`src/rtl/rsa_pkg.sv`:
```
// Shared definitions for the RSA decryption datapath.
package rsa_pkg;

  localparam int unsigned WORD_W = 32;
  localparam int unsigned BYTE_W = 8;

  typedef enum logic [1:0] {
    StIdle,
    StHeader,
    StPayload,
    StDrain
  } state_e;

endpackage

```
`src/rtl/rsa_decrypt_in_if.sv`:
```
// Control, UART-byte and FME-launch signals of the decryption input stage.
interface rsa_decrypt_in_if;
  import rsa_pkg::*;

  logic              start;
  logic [WORD_W-1:0] n_key;
  logic              rx_done_tick;
  logic [BYTE_W-1:0] rx_data;
  logic              fme_ready;
  logic              word_valid;
  logic [WORD_W-1:0] word_out;
  logic              last_word_tick;
  logic              busy;
  logic              done_tick;
  logic              err_overflow;
  logic              err_range;

  modport master (
    output start, n_key, rx_done_tick, rx_data, fme_ready,
    input  word_valid, word_out, last_word_tick, busy, done_tick, err_overflow, err_range
  );

  modport slave (
    input  start, n_key, rx_done_tick, rx_data, fme_ready,
    output word_valid, word_out, last_word_tick, busy, done_tick, err_overflow, err_range
  );

endinterface

```
`src/rtl/word_fifo.sv`:
```
// Synchronous word FIFO with wrap-bit pointers; a push while full is accepted only alongside a pop.
module word_fifo
  import rsa_pkg::*;
#(
  parameter int unsigned DEPTH = 4
) (
  input  logic              clk,
  input  logic              rst,
  input  logic              clr,
  input  logic              push,
  input  logic              pop,
  input  logic [WORD_W-1:0] wdata,
  output logic              full,
  output logic              empty,
  output logic [WORD_W-1:0] head
);

  localparam int unsigned AW = $clog2(DEPTH);

  logic [WORD_W-1:0] mem_q [DEPTH];
  logic [AW:0]       wptr_q, rptr_q;
  logic              do_push, do_pop;

  assign empty   = (wptr_q == rptr_q);
  assign full    = (wptr_q[AW] != rptr_q[AW]) && (wptr_q[AW-1:0] == rptr_q[AW-1:0]);
  assign do_pop  = pop && !empty;
  assign do_push = push && (!full || do_pop);
  assign head    = mem_q[rptr_q[AW-1:0]];

  always_ff @(posedge clk or negedge rst) begin
    if (!rst) begin
      wptr_q <= '0;
      rptr_q <= '0;
    end else if (clr) begin
      wptr_q <= '0;
      rptr_q <= '0;
    end else begin
      if (do_push) wptr_q <= wptr_q + (AW+1)'(1);
      if (do_pop)  rptr_q <= rptr_q + (AW+1)'(1);
    end
  end

  always_ff @(posedge clk) begin
    if (do_push) mem_q[wptr_q[AW-1:0]] <= wdata;
  end

endmodule

```
`src/rtl/rsa_decrypt_in.sv`:
```
// Decryption input stage: word-count header, LSB-first word assembly, FIFO buffering, FME launch.
module rsa_decrypt_in
  import rsa_pkg::*;
#(
  parameter int unsigned DEPTH = 4
) (
  input  logic             clk,
  input  logic             rst,
  rsa_decrypt_in_if.slave  bus
);

  state_e            state_q;
  logic [1:0]        byte_cnt_q;
  logic [WORD_W-1:0] shift_q, n_words_q, n_key_q, rx_cnt_q, tx_cnt_q;
  logic              launch_q, done_q, err_ovf_q, err_rng_q;

  logic              fifo_full, fifo_empty;
  logic [WORD_W-1:0] fifo_head, assembled;
  logic              active, launch, last, byte_in, word_done, push;

  assign active    = (state_q == StPayload) || (state_q == StDrain);
  // launch_q enforces the idle cycle that lets the FME drop fme_ready
  assign launch    = active && !fifo_empty && bus.fme_ready && !launch_q;
  assign last      = launch && (tx_cnt_q + 32'd1 == n_words_q);
  assign byte_in   = bus.rx_done_tick && ((state_q == StHeader) || (state_q == StPayload));
  assign word_done = byte_in && (byte_cnt_q == 2'd3);
  assign assembled = {bus.rx_data, shift_q[WORD_W-1:BYTE_W]};
  assign push      = word_done && (state_q == StPayload);

  word_fifo #(
    .DEPTH (DEPTH)
  ) u_fifo (
    .clk   (clk),
    .rst   (rst),
    .clr   ((state_q == StIdle) && bus.start),
    .push  (push),
    .pop   (launch),
    .wdata (assembled),
    .full  (fifo_full),
    .empty (fifo_empty),
    .head  (fifo_head)
  );

  always_ff @(posedge clk or negedge rst) begin
    if (!rst) begin
      state_q    <= StIdle;
      byte_cnt_q <= '0;
      shift_q    <= '0;
      n_words_q  <= '0;
      n_key_q    <= '0;
      rx_cnt_q   <= '0;
      tx_cnt_q   <= '0;
      launch_q   <= 1'b0;
      done_q     <= 1'b0;
      err_ovf_q  <= 1'b0;
      err_rng_q  <= 1'b0;
    end else begin
      done_q   <= 1'b0;
      launch_q <= launch;
      if (byte_in) begin
        shift_q    <= assembled;
        byte_cnt_q <= byte_cnt_q + 2'd1;
      end
      if (launch) begin
        tx_cnt_q <= tx_cnt_q + 32'd1;
        if (fifo_head >= n_key_q) err_rng_q <= 1'b1;
      end
      // Dropped words still count as received
      if (push && fifo_full && !launch) err_ovf_q <= 1'b1;
      if (push) rx_cnt_q <= rx_cnt_q + 32'd1;

      case (state_q)
        StIdle: begin
          if (bus.start) begin
            n_key_q    <= bus.n_key;
            byte_cnt_q <= '0;
            rx_cnt_q   <= '0;
            tx_cnt_q   <= '0;
            err_ovf_q  <= 1'b0;
            err_rng_q  <= 1'b0;
            state_q    <= StHeader;
          end
        end
        StHeader: begin
          if (word_done) begin
            n_words_q <= assembled;
            if (assembled == '0) begin
              done_q  <= 1'b1;
              state_q <= StIdle;
            end else begin
              state_q <= StPayload;
            end
          end
        end
        StPayload: begin
          if (last) begin
            done_q  <= 1'b1;
            state_q <= StIdle;
          end else if (push && (rx_cnt_q + 32'd1 == n_words_q)) begin
            state_q <= StDrain;
          end
        end
        StDrain: begin
          if (last) begin
            done_q  <= 1'b1;
            state_q <= StIdle;
          end
        end
        default: state_q <= StIdle;
      endcase
    end
  end

  assign bus.word_valid     = launch;
  assign bus.word_out       = launch ? fifo_head : '0;
  assign bus.last_word_tick = last;
  assign bus.busy           = (state_q != StIdle);
  assign bus.done_tick      = done_q;
  assign bus.err_overflow   = err_ovf_q;
  assign bus.err_range      = err_rng_q;

endmodule

```
`src/flat_wrapper.sv`:
```
// flat-port wrapper written by rule: the top's interface ports become plain ports
module rsa_decrypt_in_flat import rsa_pkg::*;
#(
  parameter int unsigned DEPTH = 4
)
  (clk, rst, bus_start, bus_n_key, bus_rx_done_tick, bus_rx_data, bus_fme_ready, bus_word_valid, bus_word_out, bus_last_word_tick, bus_busy, bus_done_tick, bus_err_overflow, bus_err_range);
  rsa_decrypt_in_if bus_i ();
  input  logic clk;
  input  logic rst;
  input wire logic [$bits(bus_i.start)-1:0] bus_start;
  input wire logic [$bits(bus_i.n_key)-1:0] bus_n_key;
  input wire logic [$bits(bus_i.rx_done_tick)-1:0] bus_rx_done_tick;
  input wire logic [$bits(bus_i.rx_data)-1:0] bus_rx_data;
  input wire logic [$bits(bus_i.fme_ready)-1:0] bus_fme_ready;
  output wire logic [$bits(bus_i.word_valid)-1:0] bus_word_valid;
  output wire logic [$bits(bus_i.word_out)-1:0] bus_word_out;
  output wire logic [$bits(bus_i.last_word_tick)-1:0] bus_last_word_tick;
  output wire logic [$bits(bus_i.busy)-1:0] bus_busy;
  output wire logic [$bits(bus_i.done_tick)-1:0] bus_done_tick;
  output wire logic [$bits(bus_i.err_overflow)-1:0] bus_err_overflow;
  output wire logic [$bits(bus_i.err_range)-1:0] bus_err_range;
  assign bus_i.start = bus_start;
  assign bus_i.n_key = bus_n_key;
  assign bus_i.rx_done_tick = bus_rx_done_tick;
  assign bus_i.rx_data = bus_rx_data;
  assign bus_i.fme_ready = bus_fme_ready;
  assign bus_word_valid = bus_i.word_valid;
  assign bus_word_out = bus_i.word_out;
  assign bus_last_word_tick = bus_i.last_word_tick;
  assign bus_busy = bus_i.busy;
  assign bus_done_tick = bus_i.done_tick;
  assign bus_err_overflow = bus_i.err_overflow;
  assign bus_err_range = bus_i.err_range;
  rsa_decrypt_in #(.DEPTH(DEPTH)) u_core (.clk(clk), .rst(rst), .bus(bus_i));
endmodule
```
`config.mk`:
```
export PLATFORM = sky130hd
export DESIGN_NAME = rsa_decrypt_in_flat
export DESIGN_NICKNAME = d
export VERILOG_FILES = /design/src/rtl/rsa_pkg.sv /design/src/rtl/rsa_decrypt_in_if.sv /design/src/rtl/word_fifo.sv /design/src/rtl/rsa_decrypt_in.sv /design/src/flat_wrapper.sv
export SDC_FILE = /design/constraint.sdc
export NUM_CORES = 1
export LEC_CHECK = 0
export ABC_AREA = 1
export CAP_MARGIN = 20
export CORE_ASPECT_RATIO = 1.2
export CORE_MARGIN = 2
export CORE_UTILIZATION = 30
export CTS_BUF_LIST = sky130_fd_sc_hd__clkbuf_8
export DETAILED_ROUTE_END_ITERATION = 8
export PLACE_DENSITY = 0.58
export RECOVER_POWER = 25
export SYNTH_ARGS = -nofsm -noshare
export SYNTH_HDL_FRONTEND = slang
export SYNTH_SLANG_ARGS = --single-unit
export TNS_END_PERCENT = 1
```
`constraint.sdc`:
```
create_clock -name clk -period 5.1 [get_ports clk]
set_clock_uncertainty 0.2 [all_clocks]
set_input_delay 1.02 -clock clk [delete_from_list [all_inputs] [get_ports clk]]
set_output_delay 1.02 -clock clk [all_outputs]
set_load 0.02 [all_outputs]
```
; ---- Yosys cells after proc, flatten, opt, wreduce, memory -nomap -nowiden
; Memory sizes are Yosys's and may differ from the RTL's.
; Index checks and enable logic that the tools add are counted.
[op_classes]
n_eq_ne = 13
reduce_logical = 30
n_lt_le_gt_ge = 1
addsub = 5
n_mux = 34
[op_table]
columns = operator, n
row1 = two-way mux 32 bit, 7
row2 = adder 32 x 1 -> 32 bit (second input constant), 2
row3 = equality test 32 bit, 2
row4 = >= comparator 32 bit, 1
row5 = logical NOT 32 bit, 1
row6 = two-way mux 2 bit, 9
row7 = logical AND 1 bit, 14
row8 = two-way mux 1 bit, 12
row9 = two-way mux 3 bit, 4
row10 = case mux 2 bit (4 select lines), 1
row11 = adder 3 x 1 -> 3 bit (second input constant), 2
row12 = equality test 2 bit (second input constant), 3
row13 = nonzero test 2 bit, 3
row14 = logical NOT 1 bit, 4
row15 = inequality test 2 bit (second input constant), 2
row16 = AND reduction 2 bit, 2
row17 = AND reduction 4 bit, 1
row18 = equality test 3 bit, 1
row19 = logical OR 1 bit, 3
row20 = inequality test 3 bit (second input constant), 1
row21 = adder 2 x 1 -> 2 bit (second input constant), 1
row22 = equality test 2 x 1 -> 1 bit (second input constant), 1
row23 = equality test 2 bit, 1
row24 = logical NOT 2 bit, 1
row25 = other kinds (4), 4
[word_totals]
wordCells = 97
ramBits = 128
memories = 1
in_bits = 45
reg_bits = 174
output_inout_bits = 38
[mem_list]
columns = memory, depth, word_bits, read_ports, rd_ports_with_merged_regs, wr, line_no
row1 = u_core.u_fifo.mem_q, 4, 32, 1, 0, 1, word_fifo.sv:20  ; logic [WORD_W-1:0] mem_q [DEPTH];

; ---- Depth between registers and ports, before layout
; Gate-level depths: netlist of run 1.
[logic_depth]
word_depth = 10
depth_mapped = 20
depth_no_buf = 19

; ---- Modules after synthesis
; A second synthesis of run 1 with hierarchy kept.
[unflattened]
hier_cells = 2051
hier_area_um2 = 16170.5
[by_module_without_submodules]
columns = mod, area_each_um2, n_inst, cells_each, seq_area_each_um2
row1 = rsa_decrypt_in, 10978.0, 1, 1680, 4003.8
row2 = word_fifo, 5192.5, 1, 371, 3993.8

; ---- Worst setup path after synthesis of run 1
; OpenSTA, ideal clock, no wires.
[synth_timing]
path_kind = input-to-reg
startpoint = input bus_rx_done_tick
endpoint = memory u_core.u_fifo.mem_q[3][0], enable pin
n_path_buf = 1
arrival_ns = 3.246
t_required_ns = 4.476
cell_stages = 7
setup_slack_ns = 1.230
setup_time_ns = 0.424
path_cell_list = nand2_1 clkinv_1 nand3_1 clkbuf_1 nor2_1 inv_1 nor2_1
[synth_via]
elab_chain_len = 6
[synth_rtl]
columns = item, line_no
row1 = "start, declared", flat_wrapper.sv:12  ; input wire logic [$bits(bus_i.rx_done_tick)-1:0] bus_rx_done_tick;
row2 = logical AND 1 bit, rsa_decrypt_in.sv:25  ; assign byte_in = bus.rx_done_tick && ((state_q == StHeader) || (state_q == StPayload));
row3 = logical AND 1 bit, rsa_decrypt_in.sv:26  ; assign word_done = byte_in && (byte_cnt_q == 2'd3);
row4 = logical AND 1 bit, rsa_decrypt_in.sv:28  ; assign push = word_done && (state_q == StPayload);
row5 = logical AND 1 bit, word_fifo.sv:27  ; assign do_push = push && (!full || do_pop);
row6 = two-way mux 1 bit, word_fifo.sv:44  ; if (do_push) mem_q[wptr_q[AW-1:0]] <= wdata;
row7 = two-way mux 1 bit (not written as such), word_fifo.sv:44
row8 = "end, declared", word_fifo.sv:20
; Every way passes these cells.

; ---- Worst setup path in the final report of run 1
[layout_timing]
startpoint = register u_core.tx_cnt_q[0]
endpoint = output bus_last_word_tick
[layout_via]
elab_chain_len = 3
[layout_rtl]
columns = item, line_no
row1 = "start, declared", rsa_decrypt_in.sv:14  ; logic [WORD_W-1:0] shift_q, n_words_q, n_key_q, rx_cnt_q, tx_cnt_q;
row2 = "start signal, assigned", rsa_decrypt_in.sv:65  ; tx_cnt_q <= tx_cnt_q + 32'd1;
row3 = adder 32 x 1 -> 32 bit, rsa_decrypt_in.sv:24  ; assign last = launch && (tx_cnt_q + 32'd1 == n_words_q);
row4 = equality test 32 bit, rsa_decrypt_in.sv:24
row5 = logical AND 1 bit, rsa_decrypt_in.sv:24
row6 = "end, declared", flat_wrapper.sv:17  ; output wire logic [$bits(bus_i.last_word_tick)-1:0] bus_last_word_tick;
; Every way passes these cells.

==> results of run 1 <==
==> logic make-up after synthesis <==
group	after synthesis	synth area share, %
adder cells (fa/ha/maj)	44	3.493
XOR/XNOR	9	0.7620
buffers and inverters	269	6.485
flip-flops	294	50.74
AO/OA/AOI/OAI	306	10.23
AND/OR/NAND/NOR	1060	28.29
==> stage by stage <==
step / util (%) / instance area [µm²] / setup WS, ps
finish: 35.39 / 18490 / 296.7
global route: 35.39 / 18490 / 24.21
CTS: 35.38 / 18490 / 161.7
detailed placement: 33.51 / 17510 / 496.2
global placement: 33.45 / 17480 / 423.7
floorplan: - / 15760 / 1230
==> routing by layer <==
metal	global-route usage, %	part of all wire [%]	wire (µm)
met1	22.17	42	21130
met2	34.41	50	25340
met3	2.417	4.2	2109
met4	8.115	4.0	2036
met5	0	0.020	10
==> critical path, cell delays in order (launching register included) <==
cell and delay [ps]:
dfrtp_1 440, ha_1 220, nand2_1 130, nor2_4 200, buf_4 220, nand3_2 120, nor2_1 110, nand2_1 60
nand3_1 70, nand2_1 50, nor2_1 250, nand3_2 140, nor2_4 140, nand2_4 120, inv_1 80, clkdlybuf4s50_1 600
==> area by class of cell <==
type                       count  area [µm²]  area share [%]
timing repair buffer         111        1066           5.765
inverter                     211       792.0           4.283
clock inverter                35       207.7           1.123
multi-input combinational   1419        6775           36.64
tap                          705       882.1           4.770
sequential                   294        7999           43.25
clock buffer                  56       770.7           4.168
==> power groups by stage <==
stage	clock network [mW]	registers (mW)	logic (mW)
final	2.14	3.42	1.85
after global routing	2.29	3.46	2.11
after CTS	2.19	3.42	1.87
after detailed placement	0	3.46	1.85
after global placement	0	3.45	1.82
after floorplan	0	3.21	1.25
==> worst max-delay path by stage <==
| stage | end | slack (ps) | cells after the start |
|---|---|---|---|
| after floorplan | u_core.u_fifo.mem_q[3][0] | 1230 | 7 |
| after global placement | bus_last_word_tick | 420 | 13 |
| after detailed placement | bus_last_word_tick | 500 | 13 |
| after CTS | bus_last_word_tick | 160 | 16 |
| after global routing | bus_last_word_tick | 20 | 15 |
| final | bus_last_word_tick | 300 | 15 |
==> synth_stat cells, types with 11 or more instances <==
library cell  instances
o22ai_1              16
dfrtp_1             166
a21oi_1              72
inv_1               199
nand4_1              14
nor2_1              275
nand2_1             557
clkbuf_1             45
o21ai_0             194
edfxtp_1            128
nor2_2               11
ha_1                 44
nand3_1             154
==> registers in the layout, indices dropped and copies added (netlist names), 2 cells and up <==
register	flops
u_core.byte_cnt_q	2
u_core.n_key_q	32
u_core.n_words_q	32
u_core.rx_cnt_q	32
u_core.shift_q	24
u_core.state_q	2
u_core.tx_cnt_q	32
u_core.u_fifo.mem_q	128
u_core.u_fifo.rptr_q	3
u_core.u_fifo.wptr_q	3
==> results.yml, run 1 <==
logic_synthesis:
  async_flop_share_pct: 56.46
  avgSynthCellArea_um2: 7.953
  synth-seq-cells: 294
  synth_ff_type: "dfrtp_1"
  yosysWarnings: 0
  postSynthCellCount: 1982
  synth_nets: 2071
  synth_edf_count: 128
  synth_seq_area_share_pct: 50.74
  synth_top_area_cell: "dfrtp_1"
  syn_area_um2: 15760
  yosysTopAreaCellShare_pct: 26.35
  synth_cell_type_count: 46
  netlist_top_cells_area: "dfrtp_1 (26%), edfxtp_1 (24%), nand2_1 (13%)"
die:
  start_util_pct: 30.16
  row_count: 92
  dieWidth_um: 213.3
  fp.dieH_um: 255.1
  die-area_um2: 54400
  io_pins: 83
  core_um2: 52260
power:
  pwr-share-seq_pct: 46.2
  intPower_mw: 4.673
  power_leakage_nw: 8.014
  swShare_pct: 36.96
  irDropWorstVdd_mv: 0.1490
  clkPwrFrac_pct: 28.9
  p_total_mw: 7.414
  p_per_area_nw_per_um2: 400.9
  switchingPower_mw: 2.740
  comb_power_share_pct: 25.0
cells_and_area:
  fillers: 5479
  stdcell_count: 2831
  layout_common_cells: "nand2_1 (557), nor2_1 (270), inv_1 (216), o21ai_0 (194), dfrtp_1 (165)"
  final_common_cell: "nand2_1"
  antennaDiodeCount: 0
  syn2layout_area_growth_pct: 17.32
  fin_nets: 2175
  layout-drive-gt1-share_pct: 7.479
global_route:
  grt_pass1_wl_um: 78350
  grt_pass1_vias: 13700
  antenna_found_initial: 1
  grt_util_all_layers_pct: 18.87
  grt_max_degree: 85
  grt_overflow: 0
worst_hold_path:
  hold_class: "reg2reg"
  worstHoldPathCells: 2
  hp-start: "u_core.n_key_q[0]"
  hold_end: "u_core.n_key_q[0]"
sta:
  tns_ps: 0
  fmax_ghz: 0.2082
  holdWs_ps: 308.8
  hold_violations: 0
  rsz0062_at_grt: "false"
  worstMarginPinSlew_ps: 2428
  period_share_pct: 94.18
  setup-violations-final: 0
  slew_viol_final: 85
  slew_headroom_pct: -61.89
  min_period_ps: 4803
setup_path:
  startpoint: "u_core.tx_cnt_q[0]"
  cp_data_arrival_time_ps: 3580
  worstPathRequired_ps: 3880
  crit_path_max_fanout: 8
  r2r_start: "u_core.u_fifo.rptr_q[0]"
  critPathKind: "reg2out"
  r2r_slack_ps: 1250
  r2r-end: "u_core.bus.err_range"
  rr_worst_depth: 17
  startpoint_type: "register"
  crit_path_end_kind: "output pin"
detailed_routing:
  ant_nets: 0
  post_drt_via_cell_ratio: 4.827
  drtPass1Iterations: 5
  vias: 13670
  drc: 0
  wire_per_inst_um: 17.88
  drt_iter0_markers: 940
  wirelength_um: 50620
placement:
  gp_congestion: 0.9563
  port_buffers: 82
  placed_cells: 2740
  dp_hpwl_um: 37040
outcome:
  status: "finished with violations"
  violations: "capacitance limit, slew limit"
clocking:
  path_clk_slew_ps: 60
  insertion_delay_ps: 650
  cts.path.max_buffers: 3
  cts_max_level: 2
  cts_tree: "built"
  hold_buffers: 0
  cts_root_buf: "clkbuf_8"
  clock_sinks: 294
  postCtsSetupBuffers: 0
  cts_buffers: 49
  cts-resized-gates: 0
job:
  drv_cap: 1
(Power assumes the default switching activity.)
==> run 2, diff against run 1 <==
Settings changed: PLACE_DENSITY 0.58 to 0.49.
Clock period 5.1 ns to 5 ns, I/O delays scaled along.
==> results.yml, run 2 (synthesized netlist as in run 1, its figures left out) <==
global_route:
  grt_overflow: 0
  grt_util_all_layers_pct: 19.08
  grt_max_degree: 82
  antenna_found_initial: 0
  grt_pass1_vias: 13570
  grt_pass1_wl_um: 78340
clocking:
  cts_buffers: 52
  cts_root_buf: "clkbuf_8"
  cts_max_level: 2
  clock_sinks: 294
  cts_tree: "built"
  cts.path.max_buffers: 3
  insertion_delay_ps: 660
  path_clk_slew_ps: 70
detailed_routing:
  vias: 13610
  drt-met1-wl_um: 21180
  drt_iter0_markers: 895
  wirelength_um: 51260
  wl_met3_um: 2499
  wire_per_inst_um: 18.08
  wl_met2_um: 25720
  drtPass1Iterations: 6
  post_drt_via_cell_ratio: 4.802
  drc: 0
  highest_layer: "met4"
  ant_nets: 0
sta:
  slew_viol_final: 0
  setup-violations-final: 0
  period_share_pct: 88.39
  holdWs_ps: 176.1
  worstMarginPinSlew_ps: 917.7
  tns_ps: 0
  hold_violations: 0
  rsz0062_at_grt: "false"
  min_period_ps: 4420
  slew_headroom_pct: 38.60
  fmax_ghz: 0.2263
cells_and_area:
  layout-drive-gt1-share_pct: 7.934
  fillers: 5560
  layout_common_cells: "nand2_1 (557), nor2_1 (270), inv_1 (206), o21ai_0 (194), dfrtp_1 (164)"
  syn2layout_area_growth_pct: 18.08
  antennaDiodeCount: 0
  fin_nets: 2178
  largest_reg_flops: 128
  final_common_cell: "nand2_1"
setup_path:
  cp_data_arrival_time_ps: 3220
  crit_path_max_fanout: 11
  r2r_start: "u_core.u_fifo.rptr_q[0]"
  worstPathCellList: "ha_1, nand2_1, nor2_2, buf_4, nand2_1, nor2_4, nand2_1, nand2_1, nand2_1, nand2_1, nand2_1, nor2_1, nand3_1, nor2_4, nand2_4, inv_1, dlymetal6s2s_1"
  crit_path_end_kind: "output pin"
  worst_path_max_delay_cell: "dfrtp_1"
  startpoint: "u_core.tx_cnt_q[1]"
  cp_common_cell: "nand2_1"
  critPathKind: "reg2out"
  startpoint_type: "register"
  slowest_delay_ps: 440
  worstPathRequired_ps: 3800
power:
  switchingPower_mw: 2.837
  comb_power_share_pct: 24.3
  p_per_area_nw_per_um2: 416.0
  intPower_mw: 4.905
  pwr-share-seq_pct: 45.2
  clkPwrFrac_pct: 30.5
  power_leakage_nw: 8.046
  swShare_pct: 36.65
  irDropWorstVdd_mv: 0.1633
die:
  dieWidth_um: 213.3
  fp.dieH_um: 255.1
  row_count: 92
  die-area_um2: 54400
  start_util_pct: 30.16
  io_pins: 83
  core_um2: 52260
worst_hold_path:
  hold_class: "in2async"
job:
  drv_cap: 0
placement:
  dp_hpwl_um: 37980
  gp_congestion: 0.8757
  port_buffers: 82
outcome:
  status: "complete, no violations"
run 2: changes by cell type in the layout (fill, tap and decap cells not counted), sizes merged:
cell / delta
inv: -11
clkinv: +10
bufinv: +2
clkinvlp: +2
buf: +1
clkdlybuf4s50: -1
dlymetal6s2s: +1
run 2: power groups by stage:
stage | logic (mW) | registers [mW] | clock network [mW]
after floorplan | 1.27 | 3.27 | 0
after global placement | 1.87 | 3.54 | 0
after detailed placement | 1.90 | 3.54 | 0
after CTS | 1.92 | 3.50 | 2.44
after global routing | 2.15 | 3.54 | 2.55
final | 1.88 | 3.50 | 2.36
run 2: repair_timing:
item | CTS | global route
hold buffers | 0 | 0
hold endpoints to repair | 0 | 0
setup endpoints to repair | 0 | 1
resized for setup | 0 | 3
setup buffers | 0 | 0
run 2: worst paths after layout:
kind,end,slack (ps),cells past startpoint
setup / recovery,bus_last_word_tick,580,17
min in group clk,u_core.n_key_q[0],290,2
setup reg to reg,u_core.bus.err_range,1080,15
max in group asynchronous,u_core.tx_cnt_q[27],3460,2
hold / removal,u_core.n_key_q[26],180,1
hold reg to reg,u_core.n_key_q[0],290,2
run 2: metal layers:
layer,track usage (%),vias to the layer above
li1,-,6720
met1,22.12,6479
met2,34.52,313
met3,3.853,101
met4,7.202,0
met5,0,-
run 2: metrics by stage:
step / total power, mW / util (%) / std cells / setup WS (ps) / instance area (µm²)
2_1_floorplan: 4.544 / - / 1982 / 1150 / 15760
3_3_place_gp: 5.409 / 33.48 / 2739 / 389.7 / 17500
3_5_place_dp: 5.444 / 33.53 / 2740 / 448.6 / 17520
4_1_cts: 7.856 / 35.60 / 2835 / 70.77 / 18600
5_1_grt: 8.239 / 35.62 / 2835 / 277.8 / 18610
6_report: 7.743 / 35.62 / 2835 / 580.5 / 18610
run 2: worst max-delay path, delay by kind of cell (launching register included):
kind | cells | cell delay [ps]
fa+ha+maj | 1 | 230
flops | 1 | 440
buf+inv | 3 | 520
simple gates | 13 | 1370
run 2: final cells by class:
| cell class | instances | area, µm² | area share, % |
|---|---|---|---|
| Sequential cell | 294 | 8000 | 42.98 |
| Multi-Input combinational cell | 1419 | 6770 | 36.37 |
| Timing Repair Buffer | 111 | 1087 | 5.842 |
| Tap cell | 705 | 882.1 | 4.739 |
| Inverter | 211 | 792.0 | 4.255 |
| Clock buffer | 57 | 784.5 | 4.215 |
| Clock inverter | 38 | 296.5 | 1.593 |
==> run 3, diff against run 2 <==
Settings changed: CAP_MARGIN 20 to 5, MAX_ROUTING_LAYER set to met4.
==> results.yml, run 3 (synthesized netlist as in run 1, its figures left out) <==
setup_path:
  crit_path_max_fanout: 11
  r2r_slack_ps: 1140
  critPathKind: "reg2out"
  cp_data_arrival_time_ps: 3220
  crit_path_end_kind: "output pin"
  startpoint_type: "register"
  r2r_start: "u_core.u_fifo.rptr_q[0]"
  rr_worst_depth: 15
  r2r-end: "u_core.bus.err_range"
  startpoint: "u_core.tx_cnt_q[0]"
  worstPathRequired_ps: 3800
sta:
  setup-violations-final: 0
  fmax_ghz: 0.2261
  slew_viol_final: 92
  worstMarginPinSlew_ps: 2593
  slew_headroom_pct: -72.89
  min_period_ps: 4422
  period_share_pct: 88.44
  tns_ps: 0
  hold_violations: 0
  rsz0062_at_grt: "false"
detailed_routing:
  post_drt_via_cell_ratio: 4.801
  vias: 13590
  ant_nets: 0
  drtPass1Iterations: 7
  drt_iter0_markers: 1013
  wire_per_inst_um: 18.20
  wirelength_um: 51530
  drc: 0
global_route:
  grt_overflow: 0
  grt_pass1_wl_um: 78960
  antenna_found_initial: 0
  grt_util_all_layers_pct: 19.81
  grt_pass1_vias: 13550
  grt_max_degree: 93
cells_and_area:
  stdcell_count: 2831
  final_common_cell: "nand2_1"
  fillers: 5569
  layout_common_cells: "nand2_1 (557), nor2_1 (270), inv_1 (204), o21ai_0 (194), dfrtp_1 (165)"
  largest_reg_flops: 128
  layout-drive-gt1-share_pct: 7.808
  antennaDiodeCount: 0
  final_util_pct: 35.61
  syn2layout_area_growth_pct: 18.05
  fin_nets: 2174
clocking:
  hold_buffers: 0
  insertion_delay_ps: 650
  cts-resized-gates: 0
  postCtsSetupBuffers: 0
  cts_root_buf: "clkbuf_8"
  cts_buffers: 52
  cts.path.max_buffers: 3
  clock_sinks: 294
  cts_max_level: 2
  cts_tree: "built"
  path_clk_slew_ps: 60
power:
  p_total_mw: 7.841
  p_per_area_nw_per_um2: 421.4
  irDropWorstVdd_mv: 0.1697
  power_leakage_nw: 8.030
worst_hold_path:
  hold_class: "reg2reg"
  hold_end: "u_core.bus.err_range"
  hp-start: "u_core.bus.err_range"
  worstHoldPathCells: 2
outcome:
  violations: "capacitance limit, slew limit"
  status: "finished with violations"
die:
  row_count: 92
  core_um2: 52260
  die-area_um2: 54400
  fp.dieH_um: 255.1
  io_pins: 83
  start_util_pct: 30.16
  dieWidth_um: 213.3
placement:
  dp_hpwl_um: 37880
  placed_cells: 2736
  port_buffers: 82
  gp_congestion: 0.9213
job:
  drv_cap: 1
-- run 3: cell type report --
type | count | area [µm²] | share of cell area (%)
Sequential cell | 294 | 7999 | 42.99
Multi-Input combinational cell | 1419 | 6770 | 36.38
Timing Repair Buffer | 107 | 1032 | 5.547
Tap cell | 705 | 882.1 | 4.740
Clock buffer | 63 | 867.1 | 4.660
Inverter | 211 | 792.0 | 4.256
Clock inverter | 32 | 265.3 | 1.425
-- run 3: worst max path at each step --
stage / end / slack [ps] / cells past startpoint
after floorplan: u_core.u_fifo.mem_q[3][0] / 1150 / 7
after global placement: bus_last_word_tick / 400 / 13
after detailed placement: bus_last_word_tick / 450 / 13
after CTS: bus_last_word_tick / 70 / 17
after global routing: bus_last_word_tick / 260 / 17
final: bus_last_word_tick / 580 / 17
-- run 3: stage by stage --
stage                     hold WS, ps  setup slack (ps)  cell area (µm²)
after floorplan                 255.3              1150            15760
after global placement          273.1             395.9            17490
after detailed placement        293.8             450.6            17490
after CTS                       279.8             72.06            18620
after global routing            349.2             263.7            18610
final                           310.6             578.1            18610
-- run 3: routing by layer --
metal	wire length (µm)	track usage, %	vias up
li1	-	-	6707
met1	21470	22.96	6478
met2	26020	34.71	303
met3	2131	2.552	103
met4	1909	7.956	0
met5	0	-	-
-- run 3: critical path, stage by stage (launching register included) --
cell            delay [ps]
dfrtp_1                440
ha_1                   230
nand2_1                110
nor2_2                 100
buf_4                  220
nand2_1                150
nor2_4                 210
nand2_1                 70
nand2_1                 80
nand2_1                 70
nand2_1                 60
nand2_1                 50
nor2_1                 140
nand3_1                140
nor2_4                 120
nand2_4                120
inv_1                   70
dlymetal6s2s_1         210
-- run 3: power breakdown --
group          internal [mW]  switching, mW
Combinational          0.634           1.25
Sequential              3.00          0.504
Clock                   1.36           1.10
